$ cat config.mk
export PLATFORM = sky130hd
export DESIGN_NAME = uart_rx
export DESIGN_NICKNAME = d
export VERILOG_FILES = /design/src/rtl/uart_rx.sv
export SDC_FILE = /design/constraint.sdc
export NUM_CORES = 1
export LEC_CHECK = 0
export CAP_MARGIN = 20
export CORE_MARGIN = 2
export CORE_UTILIZATION = 54
export DETAILED_ROUTE_END_ITERATION = 10
export PLACE_DENSITY = 0.77
export SLEW_MARGIN = 20
export SYNTH_ARGS = -nofsm -noshare
export SYNTH_HDL_FRONTEND = slang
export SYNTH_SLANG_ARGS = --single-unit
$ cat constraint.sdc
create_clock -name clk -period 2.21 [get_ports clk]
set_input_delay 0.221 -clock clk [delete_from_list [all_inputs] [get_ports clk]]
set_output_delay 0.221 -clock clk [all_outputs]
set_load 0.05 [all_outputs]
$ cat src/rtl/uart_rx.sv
// UART receiver: 8N1 frames, mid-bit sampling, framing check, valid/ready byte output.
// Define UART_RX_PARITY_EN to add an even-parity bit and the parity_err output.
module uart_rx #(
  parameter int CLKS_PER_BIT = 16,
  parameter int SYNC_STAGES  = 2
) (
  input  logic       clk,
  input  logic       rst,
  input  logic       rx,
  output logic [7:0] data,
  output logic       valid,
  input  logic       ready,
  output logic       frame_err,
  output logic       overrun,
  output logic       busy
`ifdef UART_RX_PARITY_EN
  ,
  output logic       parity_err
`endif
);

  localparam int CW = $clog2(CLKS_PER_BIT);
  localparam logic [CW-1:0] HALF = CW'(CLKS_PER_BIT / 2 - 1);
  localparam logic [CW-1:0] LAST = CW'(CLKS_PER_BIT - 1);

  typedef enum logic [2:0] {
    IDLE   = 3'd0,
    START  = 3'd1,
    DATA   = 3'd2,
`ifdef UART_RX_PARITY_EN
    PARITY = 3'd3,
`endif
    STOP   = 3'd4
  } state_t;

  // Handshake: a byte is transferred on any posedge where valid && ready.
  // valid then drops unless a new byte lands on that same edge.
  state_t                 state_q;
  logic [SYNC_STAGES-1:0] sync_q;
  logic [CW-1:0]          cnt_q;
  logic [2:0]             idx_q;
  logic [7:0]             shift_q;
  logic [7:0]             data_q;
  logic                   valid_q;
  logic                   frame_err_q;
  logic                   overrun_q;
  logic                   rxs;
`ifdef UART_RX_PARITY_EN
  logic                   par_bad_q;
  logic                   parity_err_q;
`endif

  assign rxs = sync_q[SYNC_STAGES-1];

  always_ff @(posedge clk) begin
    if (!rst) begin
      state_q     <= IDLE;
      sync_q      <= '1;
      cnt_q       <= '0;
      idx_q       <= '0;
      shift_q     <= '0;
      data_q      <= '0;
      valid_q     <= 1'b0;
      frame_err_q <= 1'b0;
      overrun_q   <= 1'b0;
`ifdef UART_RX_PARITY_EN
      par_bad_q    <= 1'b0;
      parity_err_q <= 1'b0;
`endif
    end else begin
      sync_q      <= {sync_q[SYNC_STAGES-2:0], rx};
      frame_err_q <= 1'b0;
      overrun_q   <= 1'b0;
`ifdef UART_RX_PARITY_EN
      parity_err_q <= 1'b0;
`endif
      if (valid_q && ready) valid_q <= 1'b0;

      case (state_q)
        IDLE: begin
          if (!rxs) begin
            state_q <= START;
            cnt_q   <= '0;
          end
        end
        START: begin
          if (cnt_q == HALF) begin
            if (rxs) begin
              state_q <= IDLE;
            end else begin
              state_q <= DATA;
              cnt_q   <= '0;
              idx_q   <= '0;
            end
          end else begin
            cnt_q <= cnt_q + 1'b1;
          end
        end
        DATA: begin
          if (cnt_q == LAST) begin
            cnt_q          <= '0;
            shift_q[idx_q] <= rxs;
            idx_q          <= idx_q + 3'd1;
            if (idx_q == 3'd7) begin
`ifdef UART_RX_PARITY_EN
              state_q <= PARITY;
`else
              state_q <= STOP;
`endif
            end
          end else begin
            cnt_q <= cnt_q + 1'b1;
          end
        end
`ifdef UART_RX_PARITY_EN
        PARITY: begin
          if (cnt_q == LAST) begin
            cnt_q     <= '0;
            par_bad_q <= (rxs != ^shift_q);
            state_q   <= STOP;
          end else begin
            cnt_q <= cnt_q + 1'b1;
          end
        end
`endif
        STOP: begin
          if (cnt_q == LAST) begin
            cnt_q   <= '0;
            state_q <= IDLE;
            if (!rxs) frame_err_q <= 1'b1;
`ifdef UART_RX_PARITY_EN
            if (par_bad_q) parity_err_q <= 1'b1;
            if (rxs && !par_bad_q) begin
`else
            if (rxs) begin
`endif
              // A pending byte not taken on this edge blocks the new one.
              if (valid_q && !ready) begin
                overrun_q <= 1'b1;
              end else begin
                valid_q <= 1'b1;
                data_q  <= shift_q;
              end
            end
          end else begin
            cnt_q <= cnt_q + 1'b1;
          end
        end
        default: state_q <= IDLE;
      endcase
    end
  end

  assign data      = data_q;
  assign valid     = valid_q;
  assign frame_err = frame_err_q;
  assign overrun   = overrun_q;
  assign busy      = (state_q != IDLE);
`ifdef UART_RX_PARITY_EN
  assign parity_err = parity_err_q;
`endif

endmodule

# == After elaboration in Yosys (flattened, before gate mapping) ==
# Cells that the tools add are included.
# totals
elab_cells,66
out_inout_bits,12
inputBits,4
regBits,31
# op_classes
n_eq_ne,12
n_mux,25
bitwise_logic,1
n_addsub,2
n_reduce_logical,15
magnitude_cmp,2
# op_table
op,n
3-bit two-way mux,8
4-bit two-way mux,3
"2-bit inequality test, second input constant",6
3-bit case mux with 4 select lines,1
4-bit case mux with 3 select lines,1
4-bit AND reduction,3
8-bit bitwise mux,1
1-bit two-way mux,8
"3-bit equality test, second input constant",2
3-bit case mux with 2 select lines,1
3-bit nonzero test,2
5-bit AND reduction,1
"4-bit by 1-bit adder with 4-bit output, second input constant",1
"4-bit by 3-bit equality test with 1-bit output, second input constant",1
"4-bit equality test, second input constant",1
"3-bit by 4-bit less-than comparator with 1-bit output, second input constant",1
"3-bit by 1-bit adder with 3-bit output, second input constant",1
1-bit demux with 3-bit select,1
"3-bit by 1-bit equality test with 1-bit output, second input constant",1
"3-bit by 2-bit equality test with 1-bit output, second input constant",1
"3-bit by 1-bit >= comparator with 1-bit output, second input constant",1
1-bit logical AND,3
3-bit zero test,1
3-bit AND reduction,1
6 further kinds,6

# == Depth between registers and ports, before layout ==
# depth
word_depth,6
ltp_mapped,6
depth_no_buf,6

# == Least setup slack after synthesis ==
# No wires, ideal clock.
# synth_timing
path_kind,register -> register
startpoint,reg cnt_q[0]
endpoint,reg shift_q[2]
setup_ns,0.073
t_arrival_ns,1.667
setup_slack_ns,0.471
required_time_ns,2.137
synth_period_minus_slack_ns,1.739
n_path_buf,1
stages_incl_launch_ff,7
cell_sequence,dfxtp_1 -> ha_1 -> nand3_2 -> or3_1 -> buf_2 -> nor4b_4 -> mux2i_1
# synth_between
elab_chain_cells,2
# synth_lines
item,line_no,text
from (decl),40,logic [CW-1:0] cnt_q;
from (signal assigned),96,cnt_q <= cnt_q + 1'b1;
from (signal assigned),112,cnt_q <= cnt_q + 1'b1;
from (signal assigned),146,cnt_q <= cnt_q + 1'b1;
4-bit equality test,100,if (cnt_q == LAST) begin
2-bit AND reduction (no line),--,
"to (signal, indexed assignment)",102,shift_q[idx_q] <= rxs;
to (decl),42,logic [7:0] shift_q;
# No other way between the ends.
# A chain may end at the register's enable or synchronous reset.

# == Final worst setup path ==
# layout_timing
startpoint,reg state_q[0]
endpoint,out busy
# layout_between
elab_chain_cells,1
# layout_lines
item,line_no,text
from (decl),38,state_t state_q;
from (signal assigned),57,state_q <= IDLE;
from (signal assigned),82,state_q <= START;
from (signal assigned),89,state_q <= IDLE;
3-bit nonzero test,158,assign busy = (state_q != IDLE);
to (decl),15,output logic busy
# No other way between the ends.

==> metrics.txt <==
outcome=complete, no violations; CP required=1990 ps; Main synth FF type=dfxtp_1; Synth area leader=dfxtp_1; Hold Crit Start=sync_q[0]; clk_skew=approximately 11 ps; FMAX=479 MHz; CTS tree=done; Clock power frac=43.0%; CP Capture Type=output pin; clk_lat worst skew=340 ps; area share of the largest cell type after synthesis=between 40% and 50%; met3 WL=between 100 and 150 um; WS Path Type=reg2out; via count=1122; post-synthesis async set-or-reset flop share=0%; wire per inst=12.4 um; chip width=55.4 um; Post-Synthesis Cell Area=0.00143 mm^2; CTS Buf Count=5; Hold Path Sink=sync_q[1]; synth unique cells=38; Worst Hold Class=reg2reg; Die Height=55.4 um; combinational group share of total power=4.2%; area of the core=0.00250 mm^2; worst r2r src=cnt_q[0]; startpoint type of the worst setup path=flip-flop; final HPWL from detailed placement=1.75 mm; DR WL met2=approximately 1.1 mm; relative slew slack=66.8%; CTS HTree Levels=2; Die Area=0.00307 mm^2; Reg2Reg Setup Slack=330 ps; Initial Utilization=57.2%; Max stage delay on crit path=roughly 700 ps; Vias/cell=5.61; postcts setup bufs=0; Slew Viols, Final=0; initial antenna violation count=0; register bit total from synthesis=31; setup TNS=0 ps; Tcrit/Tclk final=94.5%; metal1 wirelength=1.22 mm; antenna viol nets, final=0; first-pass GRT wire length=4.37 mm; Rows=18; Syn Nets=161; WHS=between 400 and 500 ps; post-synthesis sequential area ratio=43.4%; VDD IR-drop max=around 550 uV; cell breakdown of the critical path=or3_1 -> clkdlybuf4s50_1; MaxCap Viol Count=0; final core utilization=67.7%; leakage=around 0.00067 uW; Routability Congestion=0.859; DRC violations left=0; switching power=approximately 230 uW; worst r2r path cells=5; Setup-failing EPs final=0; area delta synth->final=18.4%; fin area=0.00169 mm^2; hold_buf cts=0; Synth area leaders=dfxtp_1, mux2i_1, nand2_1; CP max FO=13; Pint=849 uW; Tmin final=2090 ps; Total GRT Usage=18.0%; count leader, synth=dfxtp_1; first-iteration detailed-routing DRC count=21; Reg-to-Reg End=shift_q[2]; Post-CTS Resized=0; RSZ-0062 raised after global routing=false; top cells by count, synth=dfxtp_1, nand2_1, mux2i_1, nand2b_1, clkbuf_1; Sw Ratio=around a fifth; register share of total power=52.8%; clock buffer depth=2; antenna fix cells=0; global route overflow=0; top routing layer used=met4; number of global-route vias before repair=990; worst-margin pin slew=just under 500 ps; synthesized netlist cell count=154; Power per Cell Area=~640 mW/mm^2; fraction of layout cells with a size suffix above 1=roughly 10%; Worst EP arrival=1870 ps; clk sinks=31; Nets=176; final WL=between 2 and 2.5 mm; I/O pin count=16; EDFF count, synth=0; final-report hold violation count=0; dpl cell area=0.00161 mm^2; pin count of the biggest net entering global routing=14; port buffer count=15; hold path depth=1; syn avg cell area=a little over 9 um^2; clock slew at reported path FFs=100 ps; Root Buffer=clkbuf_4; crit path max-delay cell type=clkdlybuf4s50_1; Ys Warns=0; DR pass1 iterations=4
## critical path, delay by kind of cell, from the launching register on
| kind | cells | cell delay, ps |
|---|---|---|
| buf+inv | 1 | 700 |
| simple gates | 1 | 400 |
| flops | 1 | 430 |
## registers in the layout, summed over array words and instances (netlist names)
name       flops
cnt_q          4
data           8
frame_err      1
idx_q          3
overrun        1
shift_q        8
state_q        3
sync_q         2
valid          1
## through the flow
stage,power (uW),setup WS [ps],std cells
after floorplan,611,471,154
after global placement,626,372,192
after detailed placement,627,328,192
after CTS,1090,119,200
after global routing,1120,18.5,200
final,1080,122,200
## layer usage
| metal | vias up | GRT usage (%) |
|---|---|---|
| met1 | 513 | 24.3 |
| met3 | 6 | 7.26 |
| met5 | - | 0 |
| met4 | 0 | 7.32 |
| met2 | 31 | 25.3 |
| li1 | 572 | - |
## final cells by class
type	count	area (um^2)
inverter	4	15.0
clock inverter	2	35.0
timing repair buffer	20	188
clock buffer	6	51.3
fill	196	808
sequential	31	621
tap	30	37.5
multi-input combinational	107	744
## power by group through the flow
stage / Clock (uW) / Combinational (uW) / Sequential, uW
2_1_floorplan: 0 / 32.8 / 578
3_3_place_gp: 0 / 44.9 / 581
3_5_place_dp: 0 / 45.1 / 582
4_1_cts: 475 / 45.2 / 569
5_1_grt: 496 / 50.2 / 570
6_report: 463 / 45.1 / 569
## worst max-delay path by stage
stage,slack [ps],from,endpoint,depth (start not counted)
after CTS,120,state_q[0],busy,2
after floorplan,470,cnt_q[0],shift_q[2],6
after detailed placement,330,cnt_q[0],shift_q[2],5
final,120,state_q[0],busy,2
after global routing,20,state_q[2],busy,2
after global placement,370,cnt_q[0],shift_q[0],5
## layout by cell type, fill, tap and decap left out, drive strengths merged
| cell type | netlist | layout |
|---|---|---|
| a21o | 1 | 1 |
| a21oi | 4 | 4 |
| a31oi | 1 | 1 |
| a32o | 2 | 2 |
| and3 | 2 | 2 |
| and3b | 1 | 1 |
| buf | 5 | 5 |
| bufinv | 0 | 1 |
| clkbuf | 7 | 6 |
| clkdlybuf4s50 | 0 | 15 |
| clkinv | 0 | 1 |
| dfxtp | 31 | 31 |
| ha | 3 | 3 |
| inv | 4 | 4 |
| maj3 | 1 | 1 |
| mux2i | 17 | 17 |
| nand2 | 23 | 23 |
| nand2b | 8 | 8 |
| nand3 | 6 | 6 |
| nand3b | 1 | 1 |
| nand4 | 2 | 2 |
| nand4b | 4 | 4 |
| nor2 | 3 | 3 |
| nor2b | 2 | 2 |
| nor3 | 5 | 5 |
| nor3b | 1 | 1 |
| nor4 | 1 | 1 |
| nor4b | 3 | 3 |
| o2111ai | 1 | 1 |
| o211ai | 2 | 2 |
| o21a | 1 | 1 |
| o21ai | 5 | 5 |
| o22a | 1 | 1 |
| o22ai | 1 | 1 |
| or2 | 1 | 1 |
| or2b | 1 | 1 |
| or3 | 2 | 2 |
| xor2 | 1 | 1 |
## kinds of logic (layout without fill, tap and decap cells)
logic type / after synthesis / in the layout / share of synthesized area, %
AND/OR/NAND/NOR: 66 / 66 / 27.5
flip-flops: 31 / 31 / 43.4
AO/OA/AOI/OAI: 19 / 19 / 8.76
multiplexers: 17 / 17 / 11.9
buffers and inverters: 16 / 32 / 4.47
adder cells (fa/ha/maj): 4 / 4 / 3.33
XOR/XNOR: 1 / 1 / 0.613
Power figures use the tool's default switching activity.
